==> src/rtl/mem_burst_master.sv <==
// mem_burst_master: burst initiator for a single-port synchronous memory.
// A client command (read or write, start address, length minus one) is taken over a
// valid/ready handshake. The block then steps through consecutive memory addresses.
// Write beats come in on a wr_valid/wr_ready stream. Read beats go out on a
// rd_valid/rd_ready stream.
//
// Ports:
//   CLK, RESET                 clock, asynchronous active-high reset
//   cmd_valid/cmd_ready        command handshake; cmd_rw (1=write), cmd_addr, cmd_len
//   wr_data/wr_valid/wr_ready  write beat stream
//   rd_data/rd_valid/rd_ready  read beat stream (rd_data registered)
//   busy                       high whenever the FSM is not idle
//   done                       one-cycle pulse after the last beat of a burst
//   mem_valid/mem_rw/mem_addr/mem_din  memory request; mem_dout  memory read data
//                                      (registered by memory)
module mem_burst_master #(
  parameter int unsigned AW = 8,
  parameter int unsigned DW = 32,
  parameter int unsigned LW = 4
) (
  input  logic          CLK,
  input  logic          RESET,
  input  logic          cmd_valid,
  output logic          cmd_ready,
  input  logic          cmd_rw,
  input  logic [AW-1:0] cmd_addr,
  input  logic [LW-1:0] cmd_len,
  input  logic [DW-1:0] wr_data,
  input  logic          wr_valid,
  output logic          wr_ready,
  output logic [DW-1:0] rd_data,
  output logic          rd_valid,
  input  logic          rd_ready,
  output logic          busy,
  output logic          done,
  output logic          mem_valid,
  output logic          mem_rw,
  output logic [AW-1:0] mem_addr,
  output logic [DW-1:0] mem_din,
  input  logic [DW-1:0] mem_dout
);

  typedef enum logic [2:0] {
    StIdle,
    StWrite,
    StRead,
    StReadWait,
    StReadHold,
    StDone
  } state_e;

  state_e        state_q;
  logic [AW-1:0] cur_addr_q;
  logic [LW-1:0] remaining_q;
  logic [DW-1:0] rd_data_q;
  logic          rd_valid_q;
  logic          done_q;

  always_ff @(posedge CLK or posedge RESET) begin
    if (RESET) begin
      state_q     <= StIdle;
      cur_addr_q  <= '0;
      remaining_q <= '0;
      rd_data_q   <= '0;
      rd_valid_q  <= 1'b0;
      done_q      <= 1'b0;
    end else begin
      done_q <= 1'b0;
      case (state_q)
        StIdle: begin
          if (cmd_valid) begin
            cur_addr_q  <= cmd_addr;
            remaining_q <= cmd_len;
            state_q     <= cmd_rw ? StWrite : StRead;
          end
        end
        StWrite: begin
          // The memory captures the beat on this same edge.
          if (wr_valid) begin
            if (remaining_q == '0) begin
              state_q <= StDone;
              done_q  <= 1'b1;
            end else begin
              // Address wraps modulo 2**AW inside a burst.
              cur_addr_q  <= cur_addr_q + AW'(1);
              remaining_q <= remaining_q - LW'(1);
            end
          end
        end
        StRead: begin
          state_q <= StReadWait;
        end
        StReadWait: begin
          // mem_dout carries the word addressed on the previous edge.
          rd_data_q  <= mem_dout;
          rd_valid_q <= 1'b1;
          state_q    <= StReadHold;
        end
        StReadHold: begin
          if (rd_ready) begin
            rd_valid_q <= 1'b0;
            if (remaining_q == '0) begin
              state_q <= StDone;
              done_q  <= 1'b1;
            end else begin
              cur_addr_q  <= cur_addr_q + AW'(1);
              remaining_q <= remaining_q - LW'(1);
              state_q     <= StRead;
            end
          end
        end
        StDone: begin
          state_q <= StIdle;
        end
        default: begin
          state_q <= StIdle;
        end
      endcase
    end
  end

  // Memory request is combinational from state so that a write beat reaches the
  // memory in the cycle it is offered, and reset removes it immediately.
  assign cmd_ready = (state_q == StIdle);
  assign wr_ready  = (state_q == StWrite);
  assign busy      = (state_q != StIdle);
  assign done      = done_q;
  assign rd_data   = rd_data_q;
  assign rd_valid  = rd_valid_q;
  assign mem_valid = ((state_q == StWrite) && wr_valid) || (state_q == StRead);
  assign mem_rw    = (state_q == StWrite);
  assign mem_addr  = cur_addr_q;
  assign mem_din   = (state_q == StWrite) ? wr_data : '0;

endmodule
==> config.mk <==
export PLATFORM = sky130hd
export DESIGN_NAME = mem_burst_master
export DESIGN_NICKNAME = d
export VERILOG_FILES = /design/src/rtl/mem_burst_master.sv
export SDC_FILE = /design/constraint.sdc
export NUM_CORES = 1
export LEC_CHECK = 0
export ABC_AREA = 1
export ABC_CLOCK_PERIOD_IN_PS = 3300
export BUFFER_PORTS_ARGS = -buffer_cell sky130_fd_sc_hd__buf_4
export CORE_ASPECT_RATIO = 1.25
export CORE_MARGIN = 2
export CORE_UTILIZATION = 48
export CTS_BUF_LIST = sky130_fd_sc_hd__clkbuf_8
export CTS_CLUSTER_DIAMETER = 120
export CTS_CLUSTER_SIZE = 10
export DETAILED_ROUTE_END_ITERATION = 16
export PLACE_DENSITY = 0.88
export SKIP_LAST_GASP = 1
export SLEW_MARGIN = 30
export SYNTH_ARGS = -nofsm -noshare
export SYNTH_HDL_FRONTEND = slang
export SYNTH_SLANG_ARGS = --single-unit
export TNS_END_PERCENT = 10
==> constraint.sdc <==
create_clock -name CLK -period 3.3 [get_ports CLK]
set_clock_uncertainty 0.05 [all_clocks]
set_input_delay 0.495 -clock CLK [delete_from_list [all_inputs] [get_ports CLK]]
set_output_delay 0.495 -clock CLK [all_outputs]
set_load 0.02 [all_outputs]
==> summary.txt, run 1 <==
Status
  – Status: finished clean

Cells and area
  – Multi-input logic area: 0.00114 sq mm
  – Non-filler instance count after layout: 531
  – Layout area overhead: 50.9%
  – Most common cell after layout, fill and taps aside: buf_4
  – Final nets: 550
  – Commonest non-fill, non-tap cells in the layout: buf_4 (160), nand2_1 (75), inv_1 (50), dfrtp_1 (49), nor2_1 (42)
  – FILL cells: 390
  – FF+latch area: 0.00123 sq mm
  – # diodes: 0
  – Share of cells above drive strength 1: 45.0%

Power and ir drop
  – Clock network power share: 11.0%
  – Comb power frac: 60.2%
  – Switching Share: 45.4%
  – Peak VDD IR: 0.636 mV
  – Power density over cell area: 998 mW/mm^2
  – Overall Power: 0.00395 W
  – Psw: 0.00179 W
  – Int Power: 0.00216 W
  – Sequential share of power: 28.7%
  – Leakage: 2.26 nW

Critical path
  – Startpoint types: register
  – CP Capture Type: output pin
  – Reg2reg path depth: 3
  – Critical path, cell by cell: nor2_4 > nand2_4 > o21ai_0 > buf_4
  – Crit path max fanout: 37
  – Crit path max-delay family: flip-flops
  – CP Class: reg2out
  – Crit-path slowest cell: dfrtp_1
  – Critical Path Max Stage Delay: 450 ps
  – FF-to-FF End: rd_data[27]$_DFFE_PP0N_
  – Worst endpoint data arrival time: 1600 ps
  – Reg2reg setup slack: 1420 ps
  – CP Buf/Inv Count: 1
  – Worst r2r src: state_q[2]$_DFFE_PP0P_
  – Worst path required time: 2750 ps

CTS
  – Cts repair resizes: 0
  – Clock net sink count: 49
  – Clk_lat worst skew: 300 ps
  – Post-CTS Repair Setup Buffers: 0
  – Deepest clock path buffer count: 2
  – Reg clk slew, reported paths: 80 ps
  – CTS buffer count: 5
  – CTS tree: yes
  – H-tree depth: 2
  – Root buffer cell: clkbuf_8
  – Post-cts hold buffer count: 0

Synthesis
  – Dominant cells by area after synthesis: dfrtp_1 (47%), mux2_2 (14%), nand2_1 (11%)
  – #FFs+latches synth: 49
  – Synth warn: 0
  – Share of Yosys cell area claimed by the top area cell type: 46.7%
  – Post-synthesis cell count: 309
  – Post-Syn Area: 0.00262 sq mm
  – Distinct cells, synth: 26
  – Post-Syn Area per Cell: 8.49 sq um
  – Register area share after synthesis: 46.7%
  – Post-Syn Nets: 393
  – Post-synth top area cell: dfrtp_1

Floorplanning
  – Die Ht: 86.7 um
  – Die Area: 0.00608 sq mm
  – I/O pin count: 161
  – Core Footprint: 0.00537 sq mm
  – Die width: 70.1 um
  – Initial Utilization: 48.9%
  – Rows: 30

Timing
  – F_max: 466 MHz
  – Slew @ Worst Pin: 784 ps
  – RSZ-0062 raised after global routing: no
  – Count of final hold-check violations: 0
  – Slew headroom: 47.6%
  – Fin worst setup slack: 1150 ps
  – Final-report max-slew violation count: 0
  – Hold WS: 223 ps
  – Final TNS setup: 0 ps
  – Final-report setup violation count: 0
  – Final min period: 2150 ps
  – Tcrit/Tclk final: 65.0%

Global routing
  – Initial antenna violation count: 0
  – M3 GR Usage: 4.42%
  – Vias in the first global route: 2500
  – Largest net degree at the start of global routing: 50
  – Met1 Use GR: 24.8%
  – Met2 Usage GRT: 42.9%
  – First-pass GRT wire length: 11100 um
  – Busiest grt layer: met2
  – GRT Util Overall: 22.5%
  – Remaining Overflow, GRT: 0

Drt
  – Routed WL: 6760 um
  – DR pass1 iterations: 4
  – Final ANT Viol Nets: 0
  – DRC Markers: 0
  – Wire length per cell: 12.7 um
  – Iter 0 DRT Violations: 127
  – Via density: 4.80
  – Routed via count: 2550

Hold path
  – Hold/Removal Path Class: in2async

Placement
  – Place WS: 1410 ps
  – Placer Congestion: 0.815
  – # placed instances: 523
  – DP Wirelength: 5210 um
  – I/O Buffers: 160

Job
  – Max-cap viol count: 0
-- registers in the layout (all words and copies together), names as in the netlist --
signal       flops
rd_valid         1
done             1
remaining_q      4
state_q          3
rd_data         32
mem_addr         8
-- worst reg2reg max path, stage by stage (launching register included) --
cell and delay, ps:
dfrtp_1 450, inv_1 120, nand3_2 600, mux2_2 550
-- area by class of cell --
cell class	count	area share (%)
Clock buffer	6	2.09
Clock inverter	2	0.853
Inverter	51	4.96
Multi-Input combinational cell	199	28.8
Sequential cell	49	31.0
Tap cell	64	2.02
Timing Repair Buffer	160	30.3
-- worst max-delay path by stage --
stage	cells past startpoint	slack, ps	end	from
3_3_place_gp	3	1460	rd_data[26]$_DFFE_PP0N_	state_q[2]$_DFFE_PP0P_
4_1_cts	4	1140	mem_din[26]	state_q[1]$_DFFE_PP0P_
3_5_place_dp	3	1410	rd_data[27]$_DFFE_PP0N_	state_q[2]$_DFFE_PP0P_
2_1_floorplan	5	1480	wr_ready	state_q[1]$_DFFE_PP0P_
5_1_grt	4	1030	mem_valid	state_q[1]$_DFFE_PP0P_
6_report	4	1150	mem_valid	state_q[1]$_DFFE_PP0P_
-- cell usage after synthesis --
cell       n
nor2_1    42
nand2_8    1
dfrtp_1   49
nand2_1   75
o21bai_1   2
nand3b_1   1
buf_1      3
nand3_1   17
inv_1     50
o21a_1     1
ha_1       2
nand4_1    1
mux2_2    32
buf_2      3
xnor2_1    2
nand2_2    1
inv_4      1
o21ai_1    3
buf_6      2
nor2_2     1
nand3_2    1
nor2_4     2
nand2_4    3
o21ai_0   11
buf_4      2
a211oi_1   1
-- per-layer routing --
| layer | vias to the layer above | routed length, um |
|---|---|---|
| met5 | - | 0 |
| li1 | 1263 | - |
| met4 | 0 | 157 |
| met3 | 14 | 420 |
| met1 | 1161 | 2560 |
| met2 | 112 | 3630 |
-- power by group through the flow --
stage | Combinational (W) | Sequential [W] | Clock [W]
finish | 0.00238 | 0.00114 | 0.000436
global route | 0.00259 | 0.00118 | 0.000472
CTS | 0.00240 | 0.00113 | 0.000447
detailed placement | 0.00239 | 0.00114 | 0
global placement | 0.00232 | 0.00113 | 0
floorplan | 0.00123 | 0.00141 | 0
-- kinds of logic (layout without fill, tap and decap cells) --
logic type / after synthesis / count (layout) / synth area share [%]
AO/OA/AOI/OAI: 18 / 18 / 3.81
adder cells (fa/ha/maj): 2 / 2 / 0.954
AND/OR/NAND/NOR: 145 / 145 / 24.3
flip-flops: 49 / 49 / 46.7
XOR/XNOR: 2 / 2 / 0.668
buffers and inverters: 61 / 219 / 9.82
multiplexers: 32 / 32 / 13.7
-- metrics by stage --
step / cell area, sq um / util, %
5_1_grt: 3960 / 73.8
3_3_place_gp: 3840 / 71.6
6_report: 3960 / 73.8
4_1_cts: 3960 / 73.8
3_5_place_dp: 3840 / 71.6
2_1_floorplan: 2620 / -
Power figures use the tool's default switching activity.
==> run 2: changes to the inputs <==
- ABC_CLOCK_PERIOD_IN_PS: 3300 -> 2100
- CORE_UTILIZATION: 48 -> 45
- PLACE_DENSITY: 0.88 -> 0.83
- clock period: 3.3 -> 2.1 ns (I/O delays scaled with it)
==> summary.txt, run 2 (synthesis gave the netlist of run 1 again) <==
Status
  – Status: finished with violations (was finished clean)
  – Failing checks: hold timing

Floorplanning
  – Die width: 72.3 um (was 70.1 um)
  – Initial Utilization: 46.0% (was 48.9%)
  – Die Area: 0.00646 sq mm (was 0.00608 sq mm)
  – Rows: 31 (was 30)
  – I/O pin count: 161 (unchanged)
  – Die Ht: 89.4 um (was 86.7 um)
  – Core Footprint: 0.00570 sq mm (was 0.00537 sq mm)

Critical path
  – Crit path max-delay family: flip-flops (unchanged)
  – FF-to-FF End: mem_addr[4]$_DFFE_PP0P_ (was rd_data[27]$_DFFE_PP0N_)
  – Worst endpoint data arrival time: 1610 ps (was 1600 ps)
  – Critical path, cell by cell: nor2_4 > nand2_4 > o21ai_0 > buf_4 (unchanged)
  – Worst r2r src: state_q[1]$_DFFE_PP0P_ (was state_q[2]$_DFFE_PP0P_)
  – CP Buf/Inv Count: 1 (unchanged)
  – CP Depth: 4 (unchanged)
  – CP Capture Type: output pin (unchanged)
  – CP Class: reg2out (unchanged)
  – Startpoint types: register (unchanged)
  – Crit path max fanout: 37 (unchanged)
  – Reg2reg path depth: 7 (was 3)
  – Reg2reg setup slack: 360 ps (was 1420 ps)
  – Worst path required time: 1740 ps (was 2750 ps)
  – Crit-path slowest cell: dfrtp_1 (unchanged)
  – Critical Path Max Stage Delay: 460 ps (was 450 ps)

Timing
  – Final TNS setup: 0 ps (unchanged)
  – RSZ-0062 raised after global routing: no (unchanged)
  – Count of final hold-check violations: 15 (was 0)
  – Final min period: 1980 ps
  – Tcrit/Tclk final: 94.2%
  – Final-report max-slew violation count: 0 (unchanged)
  – Final-report setup violation count: 0 (unchanged)
  – F_max: 505 MHz
  – Hold WS: -19.0 ps (was 223 ps)
  – Slew headroom: 72.7% (was 47.6%)
  – Slew @ Worst Pin: 409 ps (was 784 ps)

Global routing
  – Met2 Usage GRT: 41.8% (was 42.9%)
  – First-pass GRT wire length: 10700 um (was 11100 um)
  – Vias in the first global route: 2389 (was 2500)
  – Busiest grt layer: met2 (unchanged)
  – Initial antenna violation count: 0 (unchanged)
  – Met1 Use GR: 21.7% (was 24.8%)
  – M3 GR Usage: 4.96% (was 4.42%)
  – Largest net degree at the start of global routing: 50 (unchanged)
  – GRT Util Overall: 21.4% (was 22.5%)
  – Remaining Overflow, GRT: 0 (unchanged)

Power and ir drop
  – Power density over cell area: 1560 mW/mm^2 (was 998 mW/mm^2)
  – Peak VDD IR: 0.812 mV (was 0.636 mV)
  – Leakage: 2.28 nW (was 2.26 nW)

Cells and area
  – Multi-input logic area: 0.00114 sq mm (unchanged)
  – Commonest non-fill, non-tap cells in the layout: buf_4 (161), nand2_1 (75), inv_1 (50), dfrtp_1 (49), nor2_1 (42) (was buf_4 (160), nand2_1 (75), inv_1 (50), dfrtp_1 (49), nor2_1 (42))
  – FF+latch area: 0.00123 sq mm (unchanged)
  – Layout area overhead: 52.7% (was 50.9%)
  – Non-filler instance count after layout: 536 (was 531)
  – Final nets: 553 (was 550)
  – Most common cell after layout, fill and taps aside: buf_4 (unchanged)
  – Share of cells above drive strength 1: 45.3% (was 45.0%)
  – FILL cells: 454 (was 390)
  – Max FFs per register: 32 (unchanged)
  – # diodes: 0 (unchanged)
  – Final core area utilization: 70.3% (was 73.8%)

CTS
  – Post-CTS Repair Setup Buffers: 0 (unchanged)
  – Cts repair resizes: 0 (unchanged)
  – Post-cts hold buffer count: 0 (unchanged)
  – CTS tree: yes (unchanged)
  – Clk_lat worst skew: 310 ps (was 300 ps)
  – Deepest clock path buffer count: 2 (unchanged)
  – H-tree depth: 2 (unchanged)
  – Reg clk slew, reported paths: 100 ps (was 80 ps)
  – Clock net sink count: 49 (unchanged)
  – CTS buffer count: 5 (unchanged)
  – Root buffer cell: clkbuf_8 (unchanged)

Drt
  – Routed WL: 7190 um (was 6760 um)
  – Via density: 4.88 (was 4.80)
  – Wire length per cell: 13.4 um (was 12.7 um)
  – Routed via count: 2614 (was 2550)
  – Iter 0 DRT Violations: 142 (was 127)
  – DRC Markers: 0 (unchanged)
  – DR pass1 iterations: 4 (unchanged)
  – Final ANT Viol Nets: 0 (unchanged)

Job
  – Max-cap viol count: 0 (unchanged)

Placement
  – # placed instances: 528 (was 523)
  – I/O Buffers: 160 (unchanged)
  – Placer Congestion: 0.797 (was 0.815)
  – DP Wirelength: 5630 um (was 5210 um)

Hold path
  – Hold/Removal Path Class: in2async (unchanged)
run 2: power breakdown:
| group | internal (W) | switching [W] |
|---|---|---|
| Clock | 0.000384 | 0.000305 |
| Sequential | 0.00142 | 0.000362 |
| Combinational | 0.00160 | 0.00216 |
run 2: worst min-delay path, cell delays in order:
cell and delay (ps):
buf_4 110, inv_2 60, buf_12 240
run 2: how the worst max path moves through the flow:
stage / from / to / slack, ps
6_report: state_q[1]$_DFFE_PP0P_ / mem_valid / 120
5_1_grt: state_q[1]$_DFFE_PP0P_ / mem_din[26] / 30
4_1_cts: state_q[1]$_DFFE_PP0P_ / mem_valid / 120
3_5_place_dp: state_q[1]$_DFFE_PP0P_ / mem_addr[4]$_DFFE_PP0P_ / 360
3_3_place_gp: state_q[2]$_DFFE_PP0P_ / remaining_q[0]$_DFFE_PP0P_ / 450
2_1_floorplan: state_q[1]$_DFFE_PP0P_ / wr_ready / 460
run 2: layer usage:
layer  share of wire, %  routed length [um]
met5                  0                   0
met4                1.5                 108
met3                8.5                 614
met2                 56                4000
met1                 34                2460
run 2: cell type report:
class / instances / area share, %
repair buffers: 163 / 31.2
flip-flops and latches: 49 / 30.6
multi-input cells: 199 / 28.4
inverters: 51 / 4.84
clock buffers: 6 / 2.06
well taps: 66 / 2.06
clock inverters: 2 / 0.843
run 2: through the flow:
| step | area, sq um | setup slack, ps | power, W | hold WS (ps) |
|---|---|---|---|---|
| 2_1_floorplan | 2620 | 455 | 0.00415 | 392 |
| 4_1_cts | 4010 | 116 | 0.00627 | 12.3 |
| 5_1_grt | 4010 | 26.9 | 0.00667 | 23.0 |
| 3_3_place_gp | 3890 | 451 | 0.00546 | 333 |
| 6_report | 4010 | 121 | 0.00623 | -19.0 |
| 3_5_place_dp | 3890 | 360 | 0.00558 | 342 |
==> run 3: changes to the inputs <==
- GPL_TIMING_DRIVEN: default -> 0
==> summary.txt, run 3 (synthesis gave the netlist of run 1 again) <==
Power and ir drop
  – Overall Power: 0.00633 W (was 0.00623 W)
  – Power density over cell area: 1570 mW/mm^2 (was 1560 mW/mm^2)
  – Peak VDD IR: 0.854 mV (was 0.812 mV)
  – Sequential share of power: 27.8% (was 28.6%)
  – Comb power frac: 61.4% (was 60.4%)
  – Int Power: 0.00346 W (was 0.00341 W)
  – Psw: 0.00287 W (was 0.00283 W)
  – Leakage: 2.29 nW (was 2.28 nW)
  – Switching Share: 45.3% (about the same)
  – Clock network power share: 10.8% (was 11.0%)

Placement
  – DP Wirelength: 5530 um (was 5630 um)
  – I/O Buffers: 160 (unchanged)
  – # placed instances: 535 (was 528)
  – Placer Congestion: 0.875 (was 0.797)

CTS
  – Clock net sink count: 49 (unchanged)
  – Root buffer cell: clkbuf_8 (unchanged)
  – Post-CTS Repair Setup Buffers: 0 (unchanged)
  – Deepest clock path buffer count: 2 (unchanged)
  – Post-cts hold buffer count: 0 (unchanged)
  – Clk_lat worst skew: 300 ps (was 310 ps)
  – CTS buffer count: 5 (unchanged)
  – Reg clk slew, reported paths: 90 ps (was 100 ps)
  – H-tree depth: 2 (unchanged)
  – CTS tree: yes (unchanged)

Floorplanning
  – Die Area: 0.00646 sq mm (unchanged)
  – Core Footprint: 0.00570 sq mm (unchanged)
  – Initial Utilization: 46.0% (unchanged)
  – Die Ht: 89.4 um (unchanged)
  – I/O pin count: 161 (unchanged)
  – Rows: 31 (unchanged)
  – Die width: 72.3 um (unchanged)

Cells and area
  – Max FFs per register: 32 (unchanged)
  – Non-filler instance count after layout: 542 (was 536)
  – # diodes: 0 (unchanged)
  – Most common cell after layout, fill and taps aside: buf_4 (unchanged)
  – Layout area overhead: 53.4% (was 52.7%)
  – FILL cells: 459 (was 454)
  – Commonest non-fill, non-tap cells in the layout: buf_4 (162), nand2_1 (75), inv_1 (49), dfrtp_1 (49), nor2_1 (42) (was buf_4 (161), nand2_1 (75), inv_1 (50), dfrtp_1 (49), nor2_1 (42))
  – Final core area utilization: 70.6% (was 70.3%)
  – Share of cells above drive strength 1: 46.2% (was 45.3%)
  – Final nets: 559 (was 553)

Timing
  – Count of final hold-check violations: 0 (was 15)
  – Final min period: 2000 ps (was 1980 ps)
  – Slew headroom: 59.7% (was 72.7%)
  – Slew @ Worst Pin: 605 ps (was 409 ps)
  – Final-report max-slew violation count: 0 (unchanged)
  – RSZ-0062 raised after global routing: no (unchanged)
  – F_max: 500 MHz (was 505 MHz)
  – Hold WS: 41.0 ps (was -19.0 ps)
  – Tcrit/Tclk final: 95.2% (was 94.2%)
  – Final-report setup violation count: 0 (unchanged)

Critical path
  – Worst endpoint data arrival time: 1630 ps (was 1610 ps)
  – CP Capture Type: output pin (unchanged)
  – Startpoint types: register (unchanged)
  – Worst path required time: 1740 ps (about the same)
  – CP Class: reg2out (unchanged)
  – Crit path max fanout: 19 (was 37)

Status
  – Status: finished clean (was finished with violations)

Job
  – Max-cap viol count: 0 (unchanged)

Drt
  – Highest Signal Layer: met4 (unchanged)
  – DR pass1 iterations: 4 (unchanged)
  – Via density: 4.82 (was 4.88)
  – Final ANT Viol Nets: 0 (unchanged)
  – Routed via count: 2613 (was 2614)
  – DRC Markers: 0 (unchanged)
  – WL met1: 2540 um (was 2460 um)
  – Wire length per cell: 13.1 um (was 13.4 um)
  – Iter 0 DRT Violations: 154 (was 142)
  – Routed WL: 7080 um (was 7190 um)
  – Met2 WL: 3800 um (was 4000 um)
  – Wire length on met3: 604 um (was 614 um)

Global routing
  – Largest net degree at the start of global routing: 50 (unchanged)
  – GRT Util Overall: 21.2% (was 21.4%)
  – Vias in the first global route: 2297 (was 2389)
  – Initial antenna violation count: 0 (unchanged)
  – Remaining Overflow, GRT: 0 (unchanged)
  – First-pass GRT wire length: 10600 um (was 10700 um)

Hold path
  – Hold/Removal Path Class: in2async (unchanged)
## run 3: cell types whose count changed in the layout (fill, tap and decap cells not counted), sizes merged
| cell | previous run | this run |
|---|---|---|
| buf | 163 | 168 |
| clkinv | 0 | 1 |
| clkinvlp | 0 | 1 |
| inv | 52 | 51 |
## run 3: layout make-up
cell class,instances,area (sq um),share of cell area (%)
repair buffers,160,1200,29.9
clock buffers,5,68.8,1.71
flip-flops and latches,49,1230,30.5
well taps,66,82.6,2.05
inverters,51,196,4.88
plain buffers,9,62.6,1.55
clock inverters,3,46.3,1.15
multi-input cells,199,1140,28.3
## run 3: stage by stage
stage | instance area, sq um | TNS [ps] | setup WS [ps]
after floorplan | 2620 | 0 | 455
after global placement | 3910 | -4740 | -98.9
after CTS | 4020 | 0 | 30.7
final | 4020 | 0 | 101
after detailed placement | 3910 | 0 | 326
after global routing | 4020 | 0 | 4.92
## run 3: repair_timing
action	in CTS	in global routing
gates resized for setup	0	3
gates cloned	0	0
setup endpoints to repair	1	20
## run 3: worst max-delay path: stages, from the launching register on
cell and delay, ps:
dfrtp_1 460, nor2_4 200, nand2_4 180, clkbuf_2 230, nor2_1 120, buf_4 150
## run 3: final timing paths
path	start	cells after the start	slack, ps	endpoint
min in group CLK	mem_dout[1]	2	180	rd_data[1]$_DFFE_PP0N_
min reg2reg	remaining_q[1]$_DFFE_PP0P_	2	440	remaining_q[1]$_DFFE_PP0P_
min	RESET	2	40	rd_data[10]$_DFFE_PP0N_
max in group asynchronous	RESET	2	1560	rd_data[7]$_DFFE_PP0N_
max	state_q[1]$_DFFE_PP0P_	5	100	mem_din[10]
max reg2reg	remaining_q[0]$_DFFE_PP0P_	8	340	mem_addr[2]$_DFFE_PP0P_
## run 3: per-layer routing
layer  global-route usage, %  up-vias
met5                       0        -
met4                    8.06        0
met3                    5.19       12
met2                    40.5      115
met1                    22.2     1205
li1                        -     1281
## run 3: power groups by stage
stage	Clock, W	Sequential (W)	Combinational (W)
3_3_place_gp	0	0.00174	0.00382
3_5_place_dp	0	0.00177	0.00391
6_report	0.000685	0.00176	0.00388
2_1_floorplan	0	0.00222	0.00194
4_1_cts	0.000701	0.00175	0.00392
5_1_grt	0.000731	0.00182	0.00420
